--- src/rtl/ps2_message_buffer_if.sv ---
// Bundles the keystroke input, the send handshake and the message outputs
// of the PS/2 message buffer.
//
// Handshake semantics:
//   key_valid  one-cycle strobe; key_ascii is sampled only in a cycle where
//              key_valid is high. Code 0 is never stored.
//   send_req   level request from the user side. The buffer answers by
//              raising data_ready and freezing message_out/count. data_ready
//              stays high until the transmitter pulses tx_done, or until
//              clear aborts the send.
//   tx_done    one-cycle completion pulse from the transmitter. It has an
//              effect only while data_ready is high.
interface ps2_message_buffer_if #(
   parameter int CHAR_W = 8,
   parameter int DEPTH  = 16
);
   localparam int CW = $clog2(DEPTH + 1);

   logic                    key_valid;
   logic [CHAR_W-1:0]       key_ascii;
   logic                    clear;
   logic                    send_req;
   logic                    tx_done;
   logic [DEPTH*CHAR_W-1:0] message_out;
   logic [CW-1:0]           count;
   logic                    data_ready;
   logic                    full;
   logic                    overflow;
   logic                    state_dbg;   // 0 = FILL, 1 = SEND

   modport master (
      output key_valid, key_ascii, clear, send_req, tx_done,
      input  message_out, count, data_ready, full, overflow, state_dbg
   );

   modport slave (
      input  key_valid, key_ascii, clear, send_req, tx_done,
      output message_out, count, data_ready, full, overflow, state_dbg
   );
endinterface

--- src/rtl/ps2_message_buffer.sv ---
// Collects decoded keystrokes into a fixed array of character slots, supports
// backspace, and holds the finished message stable while a transmitter
// drains it. Slot 0 is the first character and sits in the MSBs.
module ps2_message_buffer #(
   parameter int                CHAR_W    = 8,
   parameter int                DEPTH     = 16,
   parameter bit                WRAP_MODE = 1'b0,
   parameter logic [CHAR_W-1:0] DEL_CODE  = CHAR_W'(8'h7F)
) (
   input logic                  clock,
   input logic                  RESETN,
   ps2_message_buffer_if.slave  bus
);
   localparam int CW = $clog2(DEPTH + 1);

   typedef enum logic {FILL = 1'b0, SEND = 1'b1} state_t;

   state_t            state, nxt_state;
   logic [CHAR_W-1:0] slots     [DEPTH];
   logic [CHAR_W-1:0] nxt_slots [DEPTH];
   logic [CW-1:0]     count_q, nxt_count;
   logic              ready_q, nxt_ready;
   logic              ovf_q, nxt_ovf;
   logic              full_q;
   logic              key_live;
   logic [DEPTH*CHAR_W-1:0] msg_flat;

   // Next-state logic: clear wins, then per-state keystroke and handshake handling.
   always_comb begin
      nxt_slots = slots;
      nxt_count = count_q;
      nxt_state = state;
      nxt_ready = ready_q;
      nxt_ovf   = ovf_q;
      key_live  = bus.key_valid && (bus.key_ascii != '0);

      if (bus.clear) begin
         for (int i = 0; i < DEPTH; i++) nxt_slots[i] = '0;
         nxt_count = '0;
         nxt_state = FILL;
         nxt_ready = 1'b0;
         nxt_ovf   = 1'b0;
      end else if (state == FILL) begin
         if (key_live) begin
            if (bus.key_ascii == DEL_CODE) begin
               if (count_q != '0) begin
                  for (int i = 0; i < DEPTH; i++)
                     if (CW'(i) == count_q - CW'(1)) nxt_slots[i] = '0;
                  nxt_count = count_q - CW'(1);
               end
            end else if (count_q < CW'(DEPTH)) begin
               for (int i = 0; i < DEPTH; i++)
                  if (CW'(i) == count_q) nxt_slots[i] = bus.key_ascii;
               nxt_count = count_q + CW'(1);
            end else if (!WRAP_MODE) begin
               nxt_ovf = 1'b1;
            end else begin
               for (int i = 0; i < DEPTH; i++) nxt_slots[i] = '0;
               nxt_slots[0] = bus.key_ascii;
               nxt_count    = CW'(1);
               nxt_ovf      = 1'b1;
            end
         end
         // The keystroke of this cycle is already folded into nxt_count, so
         // a simultaneous key and send_req ships that key too.
         if (bus.send_req && (nxt_count != '0)) begin
            nxt_state = SEND;
            nxt_ready = 1'b1;
         end
      end else begin
         if (key_live) nxt_ovf = 1'b1;
         if (bus.tx_done) begin
            for (int i = 0; i < DEPTH; i++) nxt_slots[i] = '0;
            nxt_count = '0;
            nxt_state = FILL;
            nxt_ready = 1'b0;
         end
      end
   end

   // State and output registers; reset discards any message in flight.
   always_ff @(posedge clock or negedge RESETN) begin
      if (!RESETN) begin
         state   <= FILL;
         for (int i = 0; i < DEPTH; i++) slots[i] <= '0;
         count_q <= '0;
         ready_q <= 1'b0;
         ovf_q   <= 1'b0;
         full_q  <= 1'b0;
      end else begin
         state   <= nxt_state;
         for (int i = 0; i < DEPTH; i++) slots[i] <= nxt_slots[i];
         count_q <= nxt_count;
         ready_q <= nxt_ready;
         ovf_q   <= nxt_ovf;
         full_q  <= (nxt_count == CW'(DEPTH));
      end
   end

   // Pack slots with slot 0 in the most significant character position.
   always_comb begin
      msg_flat = '0;
      for (int i = 0; i < DEPTH; i++)
         msg_flat[(DEPTH-1-i)*CHAR_W +: CHAR_W] = slots[i];
   end

   assign bus.message_out = msg_flat;
   assign bus.count       = count_q;
   assign bus.data_ready  = ready_q;
   assign bus.full        = full_q;
   assign bus.overflow    = ovf_q;
   assign bus.state_dbg   = state;
endmodule

--- src/flat_wrapper.sv ---
// flat-port wrapper written by rule: the top's interface ports become plain ports
module ps2_message_buffer_flat 
#(
   parameter int                CHAR_W    = 8,
   parameter int                DEPTH     = 16,
   parameter bit                WRAP_MODE = 1'b0,
   parameter logic [CHAR_W-1:0] DEL_CODE  = CHAR_W'(8'h7F)
)
  (clock, RESETN, bus_key_valid, bus_key_ascii, bus_clear, bus_send_req, bus_tx_done, bus_message_out, bus_count, bus_data_ready, bus_full, bus_overflow, bus_state_dbg);
  ps2_message_buffer_if #(.CHAR_W(CHAR_W), .DEPTH(DEPTH)) bus_i ();
  input logic clock;
  input logic RESETN;
  input wire logic [$bits(bus_i.key_valid)-1:0] bus_key_valid;
  input wire logic [$bits(bus_i.key_ascii)-1:0] bus_key_ascii;
  input wire logic [$bits(bus_i.clear)-1:0] bus_clear;
  input wire logic [$bits(bus_i.send_req)-1:0] bus_send_req;
  input wire logic [$bits(bus_i.tx_done)-1:0] bus_tx_done;
  output wire logic [$bits(bus_i.message_out)-1:0] bus_message_out;
  output wire logic [$bits(bus_i.count)-1:0] bus_count;
  output wire logic [$bits(bus_i.data_ready)-1:0] bus_data_ready;
  output wire logic [$bits(bus_i.full)-1:0] bus_full;
  output wire logic [$bits(bus_i.overflow)-1:0] bus_overflow;
  output wire logic [$bits(bus_i.state_dbg)-1:0] bus_state_dbg;
  assign bus_i.key_valid = bus_key_valid;
  assign bus_i.key_ascii = bus_key_ascii;
  assign bus_i.clear = bus_clear;
  assign bus_i.send_req = bus_send_req;
  assign bus_i.tx_done = bus_tx_done;
  assign bus_message_out = bus_i.message_out;
  assign bus_count = bus_i.count;
  assign bus_data_ready = bus_i.data_ready;
  assign bus_full = bus_i.full;
  assign bus_overflow = bus_i.overflow;
  assign bus_state_dbg = bus_i.state_dbg;
  ps2_message_buffer #(.CHAR_W(CHAR_W), .DEPTH(DEPTH), .WRAP_MODE(WRAP_MODE), .DEL_CODE(DEL_CODE)) u_core (.clock(clock), .RESETN(RESETN), .bus(bus_i));
endmodule
--- config.mk ---
export PLATFORM = sky130hd
export DESIGN_NAME = ps2_message_buffer_flat
export DESIGN_NICKNAME = d
export VERILOG_FILES = /design/src/rtl/ps2_message_buffer_if.sv /design/src/rtl/ps2_message_buffer.sv /design/src/flat_wrapper.sv
export SDC_FILE = /design/constraint.sdc
export NUM_CORES = 1
export LEC_CHECK = 0
export ABC_AREA = 1
export ABC_CLOCK_PERIOD_IN_PS = 3250
export BUFFER_PORTS_ARGS = -buffer_cell sky130_fd_sc_hd__buf_2
export CAP_MARGIN = 20
export CORE_ASPECT_RATIO = 1.4
export CORE_UTILIZATION = 40
export CTS_CLUSTER_DIAMETER = 50
export DETAILED_ROUTE_END_ITERATION = 16
export RECOVER_POWER = 100
export REMOVE_ABC_BUFFERS = 1
export SLEW_MARGIN = 20
export SYNTH_ARGS = -nofsm -noshare
export SYNTH_HDL_FRONTEND = slang
export SYNTH_SLANG_ARGS = --single-unit
--- constraint.sdc ---
create_clock -name clock -period 3.25 [get_ports clock]
set_input_delay 0.1625 -clock clock [delete_from_list [all_inputs] [get_ports clock]]
set_output_delay 0.1625 -clock clock [all_outputs]
set_load 0.02 [all_outputs]
### Yosys cells after proc, flatten, opt, wreduce, memory -nomap -nowiden

Index checks and enable logic that the tools add are counted.

| storage, ports and cells | value |
|---|---|
| output and inout port bits | 137 |
| register bits | 137 |
| input bits | 14 |

| cells by class | value |
|---|---|
| reductions and logical operators | 45 |
| equality and inequality tests | 52 |
| $lt $le $gt $ge | 1 |
| add/subtract/negate cells | 2 |
| mux-type cells | 62 |

Operators by type and width:

| operator | number |
|---|---|
| $mux W128 | 7 |
| $mux W8 | 32 |
| $reduce_and A6 Y1 | 16 |
| $eq A4 B5 Y1 const A | 16 |
| $ne A4 B3 Y1 const B | 17 |
| $reduce_bool A4 Y1 | 17 |
| $mux W5 | 9 |
| $eq A3 B5 Y1 const A | 8 |
| $eq A2 B5 Y1 const A | 4 |
| $mux W1 | 14 |
| $eq A1 B5 Y1 const A | 2 |
| $logic_not A5 Y1 | 2 |
| $reduce_bool A5 Y1 | 2 |
| $eq A8 B7 Y1 const B | 1 |
| $reduce_bool A8 Y1 | 1 |
| $ne A3 B2 Y1 const B | 2 |
| $reduce_bool A3 Y1 | 2 |
| $add A5 B1 Y5 const B | 1 |
| $eq A5 B5 Y1 const B | 1 |
| $lt A5 B5 Y1 const B | 1 |
| $sub A5 B1 Y5 const B | 1 |
| $ne A3 B3 Y1 const B | 1 |
| $reduce_and A3 Y1 | 1 |
| $logic_and A1 B1 Y1 | 2 |
| other kinds (2) | 2 |

### Depth between registers and ports, before layout

Gate-level depths: netlist of the first run.

| depth | value |
|---|---|
| depth in word-level cells | 11 |
| depth in mapped cells | 15 |
| depth with buffers taken out | 15 |

### Worst setup path after synthesis of the first run

No wires, ideal clock.

| path | value |
|---|---|
| path type | register -> register |
| start point | reg u_core.count_q[0], in the netlist u_core.bus.count[0] |
| end point | reg u_core.slots, in the netlist u_core.bus.message_out[55] |
| data required time | 3.115 ns |
| arrival time | 2.036 ns |
| buffers on the path | 2 |
| setup time | 0.135 ns |
| path slack | 1.079 ns |
| cell stages (with the launch flop) | 13 |
| cell sequence | dfrtp_1 > inv_2 > ha_1 > nand2_2 > nor2_2 > nand3_2 > a21oi_2 > nor2_4 > buf_12 > nand3_4 > buf_6 > nand2_1 > o21ai_2 |

| on the way | value |
|---|---|
| cells in the longest elaborated chain, start to end | 4 |

RTL lines:

| item | line | text |
|---|---|---|
| start: declaration | ps2_message_buffer.sv:21 | `logic [CW-1:0] count_q, nxt_count;` |
| start signal: assignment | ps2_message_buffer.sv:93 | `count_q <= nxt_count;` |
| $sub A5 B1 Y5 | ps2_message_buffer.sv:48 | `if (CW'(i) == count_q - CW'(1)) nxt_slots[i] = '0;` |
| $eq A4 B5 Y1 | ps2_message_buffer.sv:48 |  |
| $ne A4 B3 Y1 (no line) | - |  |
| $reduce_and A6 Y1 (no line) * | - |  |
| end: declaration | ps2_message_buffer.sv:19 | `logic [CHAR_W-1:0] slots [DEPTH];` |

Mark *: on every way between the ends. The rest lies on a longest branch, timed or not.
A chain may end at the register's enable or synchronous reset.

### Final worst setup path of the first run

| path | value |
|---|---|
| start point | reg u_core.count_q[0], in the netlist u_core.bus.count[0] |
| end point | reg u_core.slots, in the netlist u_core.bus.message_out[9] |

Same word-level chain as after synthesis.

==> flow_summary.yaml, run 1 <==
sta:
  setup_viol: 0
  worst_hold_slack_ns: 0.1310
  slew_headroom: -0.2135
  finClkSkew_ns: 0.01428
  finalCritPeriodShare: 0.8329
  setup_tns_ns: 0
  hold_violations: 0
  slew_violations: 72
  fin_crit_ns: 2.707
  tightest_slew_ns: 1.820
  fmax_mhz: 369.4
  rsz0062_at_grt: "false"
worst_setup_path:
  slowest_stage: "dfrtp_1"
  slowest_delay_ns: 0.55
  worstSetupStartpointType: "flip-flop"
  crit_fanout: 16
  critical_path_class: "flip-flop to flip-flop"
  crit_path_end_kind: "flip-flop"
  worstReg2RegStart: "u_core.bus.count[0]$_DFF_PN0_"
  crit_arrival_ns: 2.98
  path_cells: "inv_1 > ha_1 > nand2_1 > nor2_1 > nand3_2 > a21oi_1 > nor2_4 > clkbuf_2 > nand3_2 > nand2_1 > o21ai_0"
  startpoint: "u_core.bus.count[0]$_DFF_PN0_"
  required_ns: 3.52
finish:
  syn2layout_area_growth_pct: 15.95
  final_common_cell: "nand2_1"
  final_cell_mix: "189 x nand2_1, 137 x clkbuf_1, 137 x dfrtp_1"
  final_layout_size_suffix_gt1_frac: 0.1344
  nets: 804
  n_fill_cell: 1591
  diodes: 0
  fin_cells: 988
clock_tree:
  cts_tree: "yes"
  clk_latency_ns: 0.42
  cts_root_buffer: "clkbuf_16"
  cts_setup_buffers: 0
  clk_pin_slew_ns: 0.06
  htree_levels: 4
  ctsResizeCount: 0
  cts_sinks: 137
  cts_made_buffers: 17
  clock_path_buffers: 2
floorplanning:
  rows: 53
  core_area_um2: 15190
  io_pins: 151
  chipWidth_um: 108.1
  die_y_um: 150.6
  start_util: 0.4153
  die-area_um2: 16280
yosys:
  synth.distinct_cells: 34
  yosysSeqAreaShare: 0.5435
  syn_avg_cell_area_um2: 9.996
  yosys_register_bits: 137
  netlist_area_um2: 6307
  synth_top_cell_area_share: 0.5435
  yosys-top-cells-area: "dfrtp_1 54%, nand2_1 11%, o21ai_2 9.0%"
  netlist_instances: 631
  ys_warn_count: 0
  yosys.area.top_type: "dfrtp_1"
routing:
  drtIter0Drc: 295
  wl_per_cell_um: 17.46
  detail-route-antenna-nets: 0
  drc: 0
  num_vias: 4969
  firstDrtPassIters: 7
  wl_um: 17250
  via_per_inst: 5.029
power:
  p_int_mw: 3.562
  p_switching_mw: 1.882
  comb_power_share: 0.222
  p_clk_frac: 0.385
  leakage_nw: 3.364
  ir_worst_vdd_mv: 0.3112
  pwr_density_cell_nw_per_um2: 744.3
  seq_power_share: 0.393
  switching_share: 0.3457
min_path:
  hold_class: "input port to flip-flop"
  min-delay-start: "bus_tx_done"
grt:
  grt_max_degree: 72
  grt_pass1_wl_um: 26450
  track_usage: 0.2175
  grt_pass1_vias: 4873
  overflow: 0
  antenna_found_initial: 0
placed_design:
  dp_hpwl_um: 11600
  dp_cells: 953
  port_buffers: 150
  place_congestion: 0.9212
run_status:
  violations: "capacitance limit, slew limit"
  outcome: "finished with violations"
flow_run:
  cap_violations: 1
## final timing paths
| kind | endpoint | slack [ns] | cells past startpoint |
|---|---|---|---|
| min in group asynchronous | u_core.bus.message_out[7]$_DFFE_PN0P_ | 0.78 | 2 |
| max reg2reg | u_core.bus.message_out[9]$_DFFE_PN0P_ | 0.54 | 11 |
| max | u_core.bus.message_out[9]$_DFFE_PN0P_ | 0.54 | 11 |
| max in group asynchronous | u_core.bus.message_out[11]$_DFFE_PN0P_ | 0.84 | 3 |
| min | u_core.bus.count[2]$_DFF_PN0_ | 0.13 | 4 |
| min reg2reg | u_core.bus.message_out[54]$_DFFE_PN0P_ | 0.48 | 2 |
## metrics by stage
step,area (µm²),setup WS (ns),total power [mW],utilization
finish,7313,0.5430,5.444,0.4816
floorplan,6053,0.7755,3.032,-
global placement,7126,0.7982,3.529,0.4692
detailed placement,7126,0.6646,3.564,0.4692
global route,7313,0.2386,5.698,0.4816
CTS,7795,0.6174,5.671,0.5133
## layout make-up
type                    instances  area, µm²  share of cell area
well taps                     192      240.2             0.03285
flip-flops and latches        137       3428              0.4688
clock inverters                15      214.0             0.02926
inverters                      26      97.59             0.01334
repair buffers                163      679.4             0.09290
clock buffers                  17      425.4             0.05817
multi-input cells             438       2228              0.3047
## cells by family (layout without fill, tap and decap cells)
group           Yosys count  after routing  synth area share
simple gates            256            256            0.1976
compound gates          171            171            0.1807
flops                   137            137            0.5435
buf+inv                  56            221           0.05574
fa+ha+maj                 7              7           0.01389
xor+xnor                  4              4          0.008531
## what timing repair did
item,in CTS,in global routing
endpoints found under the setup margin,0,0
hold buffers,3,0
endpoints found under the hold margin,71,0
## registers in the layout (all words and copies together), names as in the netlist
name and cells:
u_core.bus.message_out 128, u_core.bus.count 5, u_core.bus.overflow 1, u_core.bus.state_dbg 1, u_core.bus.data_ready 1, u_core.bus.full 1
## synthesized netlist by cell type (all sizes together)
| library cell | n |
|---|---|
| a21oi | 8 |
| buf | 22 |
| clkbuf | 8 |
| dfrtp | 137 |
| ha | 7 |
| inv | 26 |
| nand2 | 195 |
| nand3 | 35 |
| nand4 | 1 |
| nor2 | 23 |
| nor3 | 1 |
| o21ai | 159 |
| o22ai | 1 |
| o31ai | 3 |
| or2 | 1 |
| xnor2 | 1 |
| xor2 | 3 |
## per-layer routing
layer	up-vias	wire length, µm	track usage
met4	0	438	0.09589
met5	-	0	0
met1	2422	7222	0.2641
met3	20	712	0.04242
met2	125	8874	0.3717
li1	2402	-	-
## power by group through the flow
stage / clock network (mW) / registers, mW / logic, mW
CTS: 2.13 / 2.13 / 1.42
finish: 2.10 / 2.14 / 1.21
detailed placement: 0 / 2.16 / 1.41
floorplan: 0 / 2.47 / 0.564
global route: 2.20 / 2.17 / 1.33
global placement: 0 / 2.15 / 1.38
## critical path: cells and delay by family (launching register included)
kind                       cells  cell delay, ns
buffers and inverters          2            0.55
and+or+nand+nor                6            0.98
AOI/OAI and AO/OA              2            0.20
DFF                            1            0.55
adders and majority gates      1            0.28
No activity file was read; power rests on OpenSTA's default activity.
==> run 2: changes to the inputs <==
- ABC_CLOCK_PERIOD_IN_PS: 3250 -> 2450
- clock period: 3.25 -> 2.45 ns (I/O delays scaled with it)
==> run 2 against run 1 <==
  * The flow now finishes without violations
  * Register-to-register slack worse by 0.38 ns
  * Cell count up 1.7%
  * Critical path depth grew 1
==> flow_summary.yaml, run 2 (same netlist as run 1, synthesis figures left out) <==
run_status:
  outcome: "finished clean"
finish:
  final_common_cell: "nand2_1"
  diodes: 0
  fin_cells: 1005
  nets: 821
  syn2layout_area_growth_pct: 19.04
  final_cell_mix: "190 x nand2_1, 138 x clkbuf_1, 136 x dfrtp_1"
  n_fill_cell: 1565
  final_layout_size_suffix_gt1_frac: 0.1599
  largest_reg_flops: 128
grt:
  grt_pass1_wl_um: 26660
  grt-busiest-layer: "met2"
  met3_usage: 0.03680
  use_met1: 0.2562
  grt_max_degree: 57
  overflow: 0
  antenna_found_initial: 0
  use_met2: 0.4016
  track_usage: 0.2207
  grt_pass1_vias: 4871
placed_design:
  place_congestion: 0.8642
  dp_hpwl_um: 12020
  port_buffers: 150
  dp_cells: 963
  pre_cts_ws_ns: -0.1584
power:
  seq_power_share: 0.408
  p_clk_frac: 0.346
  leakage_nw: 3.438
  p_int_mw: 4.387
  ir_worst_vdd_mv: 0.4192
  switching_share: 0.3661
  p_switching_mw: 2.533
  pwr_density_cell_nw_per_um2: 921.6
  power_mw: 6.920
  comb_power_share: 0.246
worst_setup_path:
  crit_arrival_ns: 2.61
  rrSetupSlack_ns: 0.16
  r2r_cells: 12
  r2r-end: "u_core.bus.full$_DFF_PN0_"
  worstSetupStartpointType: "flip-flop"
  critical_path_class: "flip-flop to flip-flop"
  crit_fanout: 7
  required_ns: 2.77
  worstReg2RegStart: "u_core.bus.count[1]$_DFF_PN0_"
  crit_path_end_kind: "flip-flop"
routing:
  wl_per_cell_um: 17.16
  wl_um: 17240
  num_vias: 4979
  firstDrtPassIters: 4
  drc: 0
  via_per_inst: 4.954
  detail-route-antenna-nets: 0
  drtIter0Drc: 279
clock_tree:
  cts_tree: "yes"
  clk_pin_slew_ns: 0.06
  clk_latency_ns: 0.41
  cts_root_buffer: "clkbuf_16"
  cts_made_buffers: 17
  cts_sinks: 137
  clock_path_buffers: 2
  htree_levels: 4
min_path:
  hold_depth: 4
  min-delay-start: "bus_tx_done"
  min_to: "u_core.bus.count[3]$_DFF_PN0_"
  hold_class: "input port to flip-flop"
floorplanning:
  die-area_um2: 16280
  rows: 53
  start_util: 0.4153
  core_area_um2: 15190
  die_y_um: 150.6
  chipWidth_um: 108.1
  io_pins: 151
sta:
  rsz0062_at_grt: "false"
  setup_viol: 0
  setup_slack_ns: 0.1588
  setup_tns_ns: 0
  hold_violations: 0
  slew_violations: 0
  worst_hold_slack_ns: 0.1340
  fmax_mhz: 436.4
  slew_headroom: 0.3865
  finalCritPeriodShare: 0.9352
  fin_crit_ns: 2.291
  tightest_slew_ns: 0.9202
  finClkSkew_ns: 0.007506
flow_run:
  cap_violations: 0
[run 2: changes by cell type in the layout (fill, tap and decap cells not counted), moves of 3 or more]
| cell | previous run | this run |
|---|---|---|
| nand3_4 | 1 | 13 |
| o21ai_0 | 121 | 112 |
| buf_2 | 12 | 15 |
| bufinv_16 | 4 | 0 |
| o21ai_1 | 18 | 33 |
| buf_4 | 8 | 19 |
| nand3_2 | 10 | 5 |
| o21ai_2 | 20 | 14 |
| nand3_1 | 24 | 17 |
[run 2: per-layer routing]
layer | part of all wire | routed length (µm)
met1 | 0.41 | 7031
met4 | 0.022 | 381
met3 | 0.034 | 582
met2 | 0.54 | 9249
met5 | 0 | 0
[run 2: worst max-delay path: stages, from the launching register on]
cell	delay [ns]
dfrtp_2	0.46
inv_1	0.09
buf_4	0.15
ha_1	0.22
nand2_1	0.08
nand2_1	0.06
nand2_1	0.14
nor2_1	0.15
nor2_1	0.08
o21ai_0	0.24
nand2_1	0.10
or2_2	0.28
nor3_1	0.14
[run 2: repair_timing]
action	4_1_cts	5_1_grt
hold buffers	3	0
gates resized for setup	1	7
gates cloned	0	0
hold endpoints to repair	140	0
pin swaps	1	3
endpoints found under the setup margin	108	69
setup buffers	6	1
[run 2: how the worst max path moves through the flow]
| stage | from | to | slack (ns) | cells after the start |
|---|---|---|---|---|
| 3_3_place_gp | u_core.bus.count[1]$_DFF_PN0_ | u_core.bus.message_out[111]$_DFFE_PN0P_ | -0.04 | 10 |
| 5_1_grt | u_core.bus.count[1]$_DFF_PN0_ | u_core.bus.message_out[86]$_DFFE_PN0P_ | 0.007 | 11 |
| 4_1_cts | u_core.bus.count[1]$_DFF_PN0_ | u_core.bus.message_out[64]$_DFFE_PN0P_ | 0.03 | 11 |
| 3_5_place_dp | u_core.bus.count[1]$_DFF_PN0_ | u_core.bus.message_out[111]$_DFFE_PN0P_ | -0.16 | 10 |
| 6_report | u_core.bus.count[1]$_DFF_PN0_ | u_core.bus.full$_DFF_PN0_ | 0.16 | 12 |
| 2_1_floorplan | u_core.bus.count[0]$_DFF_PN0_ | u_core.bus.message_out[25]$_DFFE_PN0P_ | -0.02 | 10 |
[run 2: final cells by class]
class                           count  area, µm²  area share
Sequential cell                   137       3430      0.4568
Multi-Input combinational cell    438       2361      0.3144
Timing Repair Buffer              180      823.3      0.1096
Clock buffer                       17      425.4     0.05666
Tap cell                          192      240.2     0.03199
Clock inverter                     15      131.4     0.01750
Inverter                           26      97.59     0.01300
[run 2: per-stage QoR]
| stage | area, µm² | util |
|---|---|---|
| 3_3_place_gp | 7213 | 0.4750 |
| 6_report | 7508 | 0.4944 |
| 2_1_floorplan | 6053 | - |
| 3_5_place_dp | 7213 | 0.4750 |
| 4_1_cts | 7865 | 0.5179 |
| 5_1_grt | 7508 | 0.4944 |
[run 2: power groups by stage]
stage                     sequential (mW)  combinational, mW  clock [mW]
after global routing                 2.86               1.87        2.55
final                                2.82               1.70        2.40
after CTS                            2.81               1.93        2.44
after global placement               2.84               1.87           0
after detailed placement             2.85               1.90           0
after floorplan                      3.27              0.748           0
==> run 3: changes to the inputs <==
- ABC_CLOCK_PERIOD_IN_PS: 2450 -> 1900
- CTS_CLUSTER_SIZE: unset -> 40
- clock period: 2.45 -> 1.9 ns (I/O delays scaled with it)
==> run 3 against run 2 <==
  * The run now ends with setup timing left
  * Register-to-register slack lost 0.18 ns
  * Maximum frequency grew 19%
  * Core utilization grew 8.6 points
  * First-iteration DRC count shrank 31%
  * Sequential cell count is the same
  * Combinational power grew 69%
  * Total power grew 41%
  * Routed wire length grew 16%
  * Clock power grew 35%
  * Critical path depth shrank 2
  * Cell count grew 6.4%
  * Critical path type unchanged
  * Largest cell class unchanged
==> flow_summary.yaml, run 3 (same netlist as run 1, synthesis figures left out) <==
run_status:
  outcome: "finished with violations"
  violations: "setup timing"
finish:
  diodes: 0
  largest_reg_flops: 128
  final_cell_mix: "137 x clkbuf_1, 136 x dfrtp_1, 133 x nand2_1"
  final_layout_size_suffix_gt1_frac: 0.3854
  syn2layout_area_growth_pct: 39.81
  final_common_cell: "clkbuf_1"
  nets: 885
clock_tree:
  cts_made_buffers: 17
  clock_path_buffers: 2
  clk_pin_slew_ns: 0.06
  clk_latency_ns: 0.42
  cts_tree: "yes"
  cts_sinks: 137
  htree_levels: 4
  cts_root_buffer: "clkbuf_16"
routing:
  wl_per_cell_um: 18.76
  firstDrtPassIters: 7
  num_vias: 5466
  drtIter0Drc: 192
  drc: 0
  wl_um: 20050
  via_per_inst: 5.113
  detail-route-antenna-nets: 0
worst_setup_path:
  crit_arrival_ns: 2.21
  crit_fanout: 8
  timing.critical_path.buf_inv: 3
  crit_end: "u_core.bus.message_out[63]$_DFFE_PN0P_"
  startpoint: "u_core.bus.count[1]$_DFF_PN0_"
  path_cells: "inv_2 > buf_6 > nand3_4 > xor2_4 > nand2_4 > o31ai_4 > buf_6 > nand3_4 > nand2_2 > o21ai_2"
  required_ns: 2.19
  worstReg2RegStart: "u_core.bus.count[1]$_DFF_PN0_"
  cp.depth: 10
  critical_path_class: "flip-flop to flip-flop"
  worstSetupStartpointType: "flip-flop"
  r2r_cells: 10
  crit_family: "simple AND/OR/NAND/NOR gates"
  rrSetupSlack_ns: -0.02
  crit_path_end_kind: "flip-flop"
  slowest_delay_ns: 0.39
  r2r-end: "u_core.bus.message_out[63]$_DFFE_PN0P_"
  slowest_stage: "dfrtp_1"
sta:
  slew_headroom: 0.1677
  setup_tns_ns: -0.1369
  tightest_slew_ns: 1.248
  slew_violations: 0
  finalCritPeriodShare: 1.010
  rsz0062_at_grt: "true"
  finClkSkew_ns: 0.01176
  setup_slack_ns: -0.01979
  hold_violations: 0
  setup_viol: 14
  fin_crit_ns: 1.920
  fmax_mhz: 520.9
grt:
  grt_pass1_vias: 5134
  grt_max_degree: 47
  overflow: 0
  grt_pass1_wl_um: 28660
  track_usage: 0.2400
  antenna_found_initial: 0
placed_design:
  port_buffers: 150
  pre_cts_ws_ns: -0.4517
  dp_hpwl_um: 12100
  place_congestion: 0.8795
power:
  pwr_density_cell_nw_per_um2: 1108
  power_mw: 9.771
  leakage_nw: 4.006
  ir_worst_vdd_mv: 0.6205
floorplanning:
  core_area_um2: 15190
  io_pins: 151
  start_util: 0.4153
  chipWidth_um: 108.1
  rows: 53
  die-area_um2: 16280
  die_y_um: 150.6
min_path:
  hold_class: "input port to flip-flop"
flow_run:
  cap_violations: 0
## run 3: cell types whose count changed in the layout (fill, tap and decap cells not counted), sizes merged
| cell | before | now |
|---|---|---|
| buf | 36 | 88 |
| clkinv | 4 | 3 |
| nor2 | 23 | 24 |
| inv | 34 | 32 |
| nand3 | 35 | 47 |
| bufinv | 0 | 1 |
| clkinvlp | 3 | 4 |
## run 3: worst min-delay path by stage
stage,cells past startpoint,startpoint,to
floorplan,0,RESETN,u_core.bus.count[0]$_DFF_PN0_
global placement,1,RESETN,u_core.bus.message_out[103]$_DFFE_PN0P_
detailed placement,1,RESETN,u_core.bus.message_out[103]$_DFFE_PN0P_
CTS,4,bus_tx_done,u_core.bus.count[2]$_DFF_PN0_
global route,4,bus_tx_done,u_core.bus.count[2]$_DFF_PN0_
finish,4,bus_tx_done,u_core.bus.count[2]$_DFF_PN0_
## run 3: routing by layer
layer  up-vias  GRT usage  share of wire
met5         -          0              0
met4         0     0.1082          0.030
met3        33    0.03896          0.032
met1      2679     0.2833           0.40
li1       2607          -              -
met2       147     0.4239           0.54
## run 3: per-stage QoR
stage | cells | instance area, µm² | util | hold slack [ns]
final | 1069 | 8818 | 0.5807 | 0.08009
after global routing | 1069 | 8818 | 0.5807 | 0.09722
after CTS | 1044 | 8421 | 0.5545 | 0.08912
after detailed placement | 995 | 7503 | 0.4941 | 0.05896
after global placement | 995 | 7503 | 0.4941 | 0.04835
after floorplan | 601 | 6053 | - | -0.2006
## run 3: worst min-delay path, stage by stage
cell	delay [ns]
buf_2	0.08
inv_1	0.05
nand3_1	0.13
o21ai_1	0.09
## run 3: final cells by class
type / instances / area (µm²)
Fill cell: 1368 / 6367
Clock buffer: 18 / 429.2
Multi-Input combinational cell: 451 / 3141
Tap cell: 192 / 240.2
Inverter: 26 / 97.59
Timing Repair Buffer: 231 / 1341
Clock inverter: 14 / 140.1
Sequential cell: 137 / 3430
## run 3: what timing repair did
action	in CTS	in global routing
setup endpoints to repair	129	132
endpoints found under the hold margin	45	0
setup buffers	7	20
resized for setup	48	105
hold buffers	3	0
cloned	7	7
pin swaps	12	40
## run 3: report_power, final
| part | internal (mW) | switching, mW |
|---|---|---|
| combinational | 0.899 | 1.98 |
| sequential | 3.37 | 0.293 |
| clock | 1.84 | 1.40 |
| total | 6.10 | 3.67 |
